--- src/rtl/uart_rx_monitor.sv ---
// 8N1 UART receiver for the SoC console line: 2-flop synchronizer, bit-timing FSM
// and a small byte FIFO with a valid/ready read side plus framing/overflow flags.
module uart_rx_monitor #(
  parameter int unsigned CLKS_PER_BIT = 104,
  parameter int unsigned FIFO_DEPTH   = 16
) (
  input  logic                          clk,
  input  logic                          rst_n,
  input  logic                          rx,
  output logic [7:0]                    rx_data,
  output logic                          rx_valid,
  input  logic                          rx_ready,
  output logic [$clog2(FIFO_DEPTH):0]   rx_count,
  output logic                          frame_err,
  output logic                          overflow,
  input  logic                          clr_overflow
);

  localparam int unsigned PW = $clog2(FIFO_DEPTH);
  localparam int unsigned CW = PW + 1;
  localparam int unsigned TW = $clog2(CLKS_PER_BIT);
  localparam logic [TW-1:0] HALF_M1 = TW'(CLKS_PER_BIT / 2 - 1);
  localparam logic [TW-1:0] FULL_M1 = TW'(CLKS_PER_BIT - 1);

  typedef enum logic [2:0] {
    ST_IDLE,
    ST_START,
    ST_DATA,
    ST_STOP,
    ST_BREAK
  } state_e;

  logic          rx_meta_q, rx_s_q, rx_prev_q;
  logic [2:0]    settle_q;
  logic          fall_c;

  state_e        state_q;
  logic [TW-1:0] timer_q;
  logic [2:0]    bit_idx_q;
  logic [7:0]    shift_q;
  logic          push_q;
  logic          frame_err_q;

  logic [7:0]    mem_q [FIFO_DEPTH];
  logic [PW-1:0] wr_ptr_q, rd_ptr_q;
  logic [CW-1:0] count_q;
  logic          overflow_q;
  logic          full_c, pop_c, push_ok_c, drop_c;

  // Synchronizer plus edge flop; settle_q marks when the flops hold real line samples,
  // so a line already low when reset releases is not mistaken for a start edge.
  always_ff @(posedge clk or negedge rst_n) begin
    if (!rst_n) begin
      rx_meta_q <= 1'b1;
      rx_s_q    <= 1'b1;
      rx_prev_q <= 1'b1;
      settle_q  <= 3'b000;
    end else begin
      rx_meta_q <= rx;
      rx_s_q    <= rx_meta_q;
      rx_prev_q <= rx_s_q;
      settle_q  <= {settle_q[1:0], 1'b1};
    end
  end

  assign fall_c = settle_q[2] & rx_prev_q & ~rx_s_q;

  // Bit-timing FSM; timer restarts from zero on every state entry.
  always_ff @(posedge clk or negedge rst_n) begin
    if (!rst_n) begin
      state_q     <= ST_IDLE;
      timer_q     <= '0;
      bit_idx_q   <= '0;
      shift_q     <= '0;
      push_q      <= 1'b0;
      frame_err_q <= 1'b0;
    end else begin
      push_q      <= 1'b0;
      frame_err_q <= 1'b0;
      case (state_q)
        ST_IDLE: begin
          if (fall_c) begin
            state_q <= ST_START;
            timer_q <= '0;
          end
        end
        ST_START: begin
          if (timer_q == HALF_M1) begin
            timer_q <= '0;
            if (!rx_s_q) begin
              state_q   <= ST_DATA;
              bit_idx_q <= '0;
            end else begin
              state_q <= ST_IDLE;
            end
          end else begin
            timer_q <= timer_q + TW'(1);
          end
        end
        ST_DATA: begin
          if (timer_q == FULL_M1) begin
            timer_q            <= '0;
            shift_q[bit_idx_q] <= rx_s_q;
            if (bit_idx_q == 3'd7) begin
              state_q <= ST_STOP;
            end else begin
              bit_idx_q <= bit_idx_q + 3'd1;
            end
          end else begin
            timer_q <= timer_q + TW'(1);
          end
        end
        ST_STOP: begin
          if (timer_q == FULL_M1) begin
            timer_q <= '0;
            if (rx_s_q) begin
              push_q  <= 1'b1;
              state_q <= ST_IDLE;
            end else begin
              frame_err_q <= 1'b1;
              state_q     <= ST_BREAK;
            end
          end else begin
            timer_q <= timer_q + TW'(1);
          end
        end
        ST_BREAK: begin
          if (rx_s_q) begin
            state_q <= ST_IDLE;
            timer_q <= '0;
          end
        end
        default: begin
          state_q <= ST_IDLE;
          timer_q <= '0;
        end
      endcase
    end
  end

  assign full_c    = (count_q == CW'(FIFO_DEPTH));
  assign pop_c     = rx_ready && (count_q != '0);
  assign push_ok_c = push_q && (!full_c || pop_c);
  assign drop_c    = push_q && full_c && !pop_c;

  // Byte FIFO: shift_q stays untouched until the next frame's data phase, so it is
  // safe to write one cycle after the stop sample.
  always_ff @(posedge clk or negedge rst_n) begin
    if (!rst_n) begin
      for (int unsigned i = 0; i < FIFO_DEPTH; i++) mem_q[i] <= '0;
      wr_ptr_q   <= '0;
      rd_ptr_q   <= '0;
      count_q    <= '0;
      overflow_q <= 1'b0;
    end else begin
      if (push_ok_c) begin
        mem_q[wr_ptr_q] <= shift_q;
        wr_ptr_q        <= wr_ptr_q + PW'(1);
      end
      if (pop_c) rd_ptr_q <= rd_ptr_q + PW'(1);
      case ({push_ok_c, pop_c})
        2'b10:   count_q <= count_q + CW'(1);
        2'b01:   count_q <= count_q - CW'(1);
        default: count_q <= count_q;
      endcase
      if (drop_c) overflow_q <= 1'b1;
      else if (clr_overflow) overflow_q <= 1'b0;
    end
  end

  assign rx_data   = mem_q[rd_ptr_q];
  assign rx_valid  = (count_q != '0);
  assign rx_count  = count_q;
  assign frame_err = frame_err_q;
  assign overflow  = overflow_q;

endmodule

--- config.mk ---
export PLATFORM = sky130hd
export DESIGN_NAME = uart_rx_monitor
export DESIGN_NICKNAME = d
export VERILOG_FILES = /design/src/rtl/uart_rx_monitor.sv
export SDC_FILE = /design/constraint.sdc
export NUM_CORES = 1
export LEC_CHECK = 0
export CORE_MARGIN = 2
export CORE_UTILIZATION = 25
export CTS_BUF_LIST = sky130_fd_sc_hd__clkbuf_16
export DETAILED_ROUTE_END_ITERATION = 10
export REMOVE_ABC_BUFFERS = 1
export SLEW_MARGIN = 10
export SYNTH_ARGS = -nofsm -noshare
export SYNTH_HDL_FRONTEND = slang
export SYNTH_SLANG_ARGS = --single-unit
--- constraint.sdc ---
create_clock -name clk -period 3.1 [get_ports clk]
set_input_delay 0.93 -clock clk [delete_from_list [all_inputs] [get_ports clk]]
set_output_delay 0.93 -clock clk [all_outputs]
set_load 0.01 [all_outputs]
==> results.json, run 1 <==
{
  "layout_common_cells": "dfrtp_1 (167), mux2_2 (139), mux4_2 (40)",
  "post-route-period-util": 1.041,
  "yosys.area.top_type": "dfrtp_1",
  "layout_commonest_cell": "dfrtp_1",
  "rsz0062_at_grt": "yes",
  "violations": "negative setup slack",
  "ys_async_sr_fraction": 1.000,
  "cts_tree": "built",
  "antenna_found_initial": 0,
  "drc": 0,
  "worstSetupStartpointType": "flop",
  "port_buffers": 20,
  "cts.path.max_buffers": 2,
  "ios": 21,
  "synth_top_area_share": 0.5185,
  "vias_per_cell": 4.578,
  "clk_pin_slew_ns": 0.08,
  "synthFlopType": "dfrtp_1",
  "num_antenna_cells": 0,
  "grt_usage": 0.1035,
  "drt_wl_total_um": 16160,
  "place_area_mm2": 0.009121,
  "drive_gt1_frac": 0.4749,
  "dp_hpwl_um": 11080,
  "ant_nets": 0,
  "first_iter_violations": 253,
  "hold_violations": 0,
  "syn_inst": 536,
  "start_util": 0.2556,
  "synth_edf_count": 0,
  "end_kind": "primary output",
  "max_freq_mhz": 309.8,
  "insertion_delay_ns": 0.44,
  "die_w_um": 184.1,
  "grt_pass1_vias": 4786,
  "cts_made_buffers": 17,
  "crit_arrival_ns": 2.30,
  "ys_ff_latch": 171,
  "slew-limit-headroom": 0.5110,
  "hold_class": "flop to flop",
  "hold_buffers": 0,
  "die-area_mm2": 0.03389,
  "seq_area_frac_synth": 0.5282,
  "grt_max_degree": 56,
  "synth.area.top_cells": "dfrtp_1 (52%), mux2_2 (19%), mux4_2 (11%), ha_1 (1.7%), nor3_4 (1.6%)",
  "holdWs_ns": 0.3581,
  "cap_violations": 0,
  "yosysUniqueCellTypes": 58,
  "avgSynthCellArea_um2": 15.13,
  "nets": 601,
  "syn_to_final_growth_pct": 21.88,
  "grt_pass1_wl_um": 27270,
  "tightest_slew_ns": 0.7317,
  "min_period_ns": 3.228,
  "yosys_warnings": 0,
  "outcome": "complete, but fails checks",
  "gp_congestion": 0.7521,
  "vias": 4578,
  "path_class": "flop to primary output",
  "cp_max_fo": 8,
  "final-instance-count-excl-fill": 1000,
  "wl_per_cell_um": 16.16,
  "setup_slack_ns": -0.1280,
  "drtPass1Iterations": 4,
  "ir_worst_vdd_v": 0.0003990,
  "slew_violations": 0,
  "final_cell_area_mm2": 0.009882,
  "p_per_area_mw_per_mm2": 607.3,
  "fin_skew_ns": 0.01119,
  "finalSetupTns_ns": -0.8365,
  "cts.sink_count": 171,
  "cts_max_level": 4,
  "synth_area_mm2": 0.008108,
  "overflow": 0,
  "required_ns": 2.17,
  "setup_violations": 8,
  "cts-root-buf": "clkbuf_16",
  "core_mm2": 0.03172,
  "power_leakage_nw": 4.409,
  "die_h_um": 184.1,
  "num_rows": 65,
  "placed_cells": 962
}
## critical path: stages (launching register included)
cell and delay (ns):
dfrtp_2 0.38, buf_8 0.14, buf_12 0.14, mux4_2 0.53, mux4_2 0.52, buf_6 0.15
## path summary, 6_finish.rpt
check,start,endpoint,slack [ns],cells past startpoint
worst max-delay path,rd_ptr_q[0],rx_data[6],-0.13,5
worst min-delay path,rx_meta_q,rx_s_q,0.36,0
worst max register to register,rx_count[0],rx_count[4],0.45,9
worst min register to register,rx_meta_q,rx_s_q,0.36,0
max in group asynchronous,rst_n,rx_prev_q,1.92,2
min in group asynchronous,rst_n,settle_q[0],0.44,1
## flip-flops by register name, indices dropped and copies added, names as in the netlist, 3 cells and up
name       cells
mem_q        128
shift_q        8
timer_q        7
rx_count       5
rd_ptr_q       4
wr_ptr_q       4
bit_idx_q      3
settle_q       3
state_q        3
## cell usage after synthesis, types with 3 or more instances
| library cell | instances |
|---|---|
| dfrtp_1 | 168 |
| mux2_2 | 139 |
| mux4_2 | 40 |
| nand2_1 | 21 |
| clkbuf_1 | 17 |
| ha_1 | 11 |
| inv_1 | 11 |
| nand3_1 | 9 |
| nor2_1 | 8 |
| nor3_4 | 8 |
| nor3_1 | 7 |
| buf_2 | 6 |
| o21ai_0 | 6 |
| xnor2_1 | 6 |
| xor2_1 | 6 |
| a21o_1 | 4 |
| nand2b_1 | 4 |
| nor4b_4 | 4 |
| a2111oi_0 | 3 |
| a21oi_1 | 3 |
| a22oi_1 | 3 |
| dfstp_2 | 3 |
| mux2i_1 | 3 |
| nor2b_1 | 3 |
| or3b_2 | 3 |
## layer usage
metal | GRT usage | vias to the layer above | share of wire
met4 | 0.03360 | 0 | 0.014
met1 | 0.1378 | 2406 | 0.46
met2 | 0.1701 | 44 | 0.50
met5 | 0 | - | 0
li1 | - | 2110 | -
met3 | 0.01941 | 18 | 0.025
## timing repair
action,CTS,global route
buffers inserted,2,2
gates resized for setup,45,3
endpoints found under the setup margin,8,8
gates cloned,2,0
## logic make-up (layout without fill, tap and decap cells)
group                    Yosys count  in the layout  synth area share
adder cells (fa/ha/maj)           11             11           0.01698
flip-flops                       171            171            0.5282
buffers and inverters             39            101           0.02145
AND/OR/NAND/NOR                   82             82           0.07577
other                              1              1         0.0004625
AO/OA/AOI/OAI                     37             37           0.03488
multiplexers                     183            183            0.3093
XOR/XNOR                          12             12           0.01296
## power by group
part | internal [mW] | switching, mW | total, mW
logic | 0.689 | 0.608 | 1.30
registers | 2.32 | 0.156 | 2.48
clock network | 1.12 | 1.10 | 2.23
total | 4.13 | 1.87 | 6.00
## final cells by class
class	count	area [um2]
sequential	171	4284
multi-input combinational	326	3651
inverter	11	41.29
timing repair buffer	58	758.2
fill	3114	21840
tap	402	503.0
clock buffer	17	425.4
clock inverter	15	219.0
## metrics by stage
| stage | setup WS (ns) | total power, mW | util |
|---|---|---|---|
| final | -0.1280 | 6.001 | 0.3116 |
| after global routing | -0.1857 | 6.292 | 0.3116 |
| after CTS | -0.1554 | 6.077 | 0.3106 |
| after detailed placement | -0.1378 | 3.665 | 0.2876 |
| after global placement | -0.06155 | 3.659 | 0.2876 |
| after floorplan | -0.4122 | 3.195 | - |
(Power assumes the default switching activity.)
==> inputs of run 2 (changes only) <==
- CORE_UTILIZATION: 25 -> 30
- PLACE_DENSITY: default -> 0.5
==> run 2 against run 1 <==
  * The flow still finishes with violations (negative setup slack)
  * Non-clock buffer count increased by 5
  * Via count increased by 2.1%
  * Flip-flop and latch count unchanged
  * Global-route usage increased by 2.9 points
  * Core utilization increased by 5.2 points
  * Clock skew about the same
  * Register-to-register slack got worse by 0.04 ns
  * First-iteration DRC count decreased by 41%
  * Critical path type unchanged
==> results.json, run 2 (same netlist as run 1, synthesis figures left out) <==
{
  "cts-root-buf": "clkbuf_16",
  "cp_num_buf_inv": 3,
  "grt_max_degree": 73,
  "cts_tree": "built",
  "drc": 0,
  "min_period_ns": 3.241,
  "final_cell_area_mm2": 0.009722,
  "largest_register_ffs": 128,
  "port_buffers": 20,
  "outcome": "complete, but fails checks",
  "layout_common_cells": "dfrtp_1 (167), mux2_2 (139), mux4_2 (40)",
  "slew_violations": 0,
  "cts_made_buffers": 17,
  "ir_worst_vdd_v": 0.0003139,
  "max_freq_mhz": 308.6,
  "crit_arrival_ns": 2.31,
  "reg_top3": "mem_q: 128 flops, shift_q: 8 flops, timer_q: 7 flops",
  "cts_max_level": 4,
  "num_rows": 60,
  "core_mm2": 0.02673,
  "start_util": 0.3034,
  "antenna_found_initial": 0,
  "die_w_um": 168.4,
  "rsz0062_at_grt": "yes",
  "insertion_delay_ns": 0.43,
  "worstSetupStartpointType": "flop",
  "drt_wl_total_um": 17730,
  "cp_max_fo": 7,
  "p_per_area_mw_per_mm2": 604.9,
  "nets": 606,
  "path_class": "flop to primary output",
  "critical_path.slowest_cell": "mux4_2",
  "vias": 4672,
  "hold_violations": 0,
  "cts.path.max_buffers": 2,
  "ios": 21,
  "drtPass1Iterations": 4,
  "grt_pass1_vias": 5027,
  "cpLargestDelayFamily": "multiplexers",
  "grt_usage": 0.1323,
  "layout_commonest_cell": "dfrtp_1",
  "cpPeakStageDelay_ns": 0.52,
  "vias_per_cell": 4.949,
  "fin_skew_ns": 0.01150,
  "required_ns": 2.17,
  "num_antenna_cells": 0,
  "setup_slack_ns": -0.1409,
  "syn_to_final_growth_pct": 19.91,
  "die_h_um": 168.4,
  "gp_congestion": 0.7426,
  "power_leakage_nw": 4.381,
  "grt_pass1_wl_um": 28890,
  "placed_cells": 903,
  "ant_nets": 0,
  "violations": "negative setup slack",
  "top_register": "mem_q",
  "setup_violations": 8,
  "tightest_slew_ns": 0.7307,
  "end_kind": "primary output",
  "hold_buffers": 0,
  "die-area_mm2": 0.02836,
  "post-route-period-util": 1.045,
  "dp_hpwl_um": 12110,
  "hold_class": "flop to flop",
  "cap_violations": 0,
  "drive_gt1_frac": 0.4793,
  "final-instance-count-excl-fill": 944,
  "holdWs_ns": 0.3551,
  "clk_pin_slew_ns": 0.07,
  "place_area_mm2": 0.009047,
  "first_iter_violations": 150,
  "cts.sink_count": 171,
  "overflow": 0,
  "n_fill_cell": 2548,
  "slew-limit-headroom": 0.5078,
  "wl_per_cell_um": 18.78,
  "crit_chain": "buf_6, buf_12, mux4_2, mux4_2, buf_6"
}
==> run 2: changes by cell type in the layout (fill, tap and decap cells not counted), sizes merged <==
cell	previous run	this run
inv	16	20
buf	47	52
clkinv	10	2
clkinvlp	0	4
==> run 2: power by group <==
group / internal [mW] / switching, mW
registers: 2.32 / 0.183
clock network: 1.06 / 0.977
logic: 0.730 / 0.611
==> run 2: final timing paths <==
path	slack, ns	cells past startpoint	startpoint	to
worst max-delay path	-0.14	5	rd_ptr_q[0]	rx_data[0]
worst min-delay path	0.36	0	settle_q[1]	settle_q[2]
worst max register to register	0.41	9	rx_count[0]	rx_count[4]
worst min register to register	0.36	0	settle_q[1]	settle_q[2]
max in group asynchronous	1.76	2	rst_n	mem_q[41]
min in group asynchronous	0.47	1	rst_n	settle_q[1]
==> run 2: through the flow <==
| step | setup slack (ns) | utilization | total power, mW | TNS [ns] |
|---|---|---|---|---|
| after floorplan | -0.4122 | - | 3.195 | -3.298 |
| after global placement | -0.04075 | 0.3385 | 3.681 | -0.07626 |
| after detailed placement | -0.1429 | 0.3385 | 3.714 | -0.1535 |
| after CTS | -0.1638 | 0.3637 | 5.962 | -1.051 |
| after global routing | -0.2217 | 0.3638 | 6.161 | -1.481 |
| final | -0.1409 | 0.3638 | 5.881 | -0.8698 |
==> run 2: area by class of cell <==
cell class                 count  area [um2]  area share
clock buffer                  17       425.4     0.04376
clock inverter                15       130.1     0.01338
inverter                      11       41.29    0.004247
multi-input combinational    326        3652      0.3757
sequential                   171        4284      0.4407
tap                          341       426.7     0.04389
timing repair buffer          63       762.0     0.07838
==> run 2: routing by layer <==
metal  vias to the layer above  global-route usage  share of wire
met2                        45              0.2256           0.51
li1                       2118                   -              -
met5                         -                   0              0
met1                      2495              0.1749           0.46
met3                        14             0.02351          0.019
met4                         0             0.03373         0.0095
==> run 2: repair_timing <==
item | CTS | global route
cloned | 2 | 0
pin swaps | 0 | 0
setup buffers | 7 | 0
setup endpoints to repair | 8 | 9
resized for setup | 44 | 1
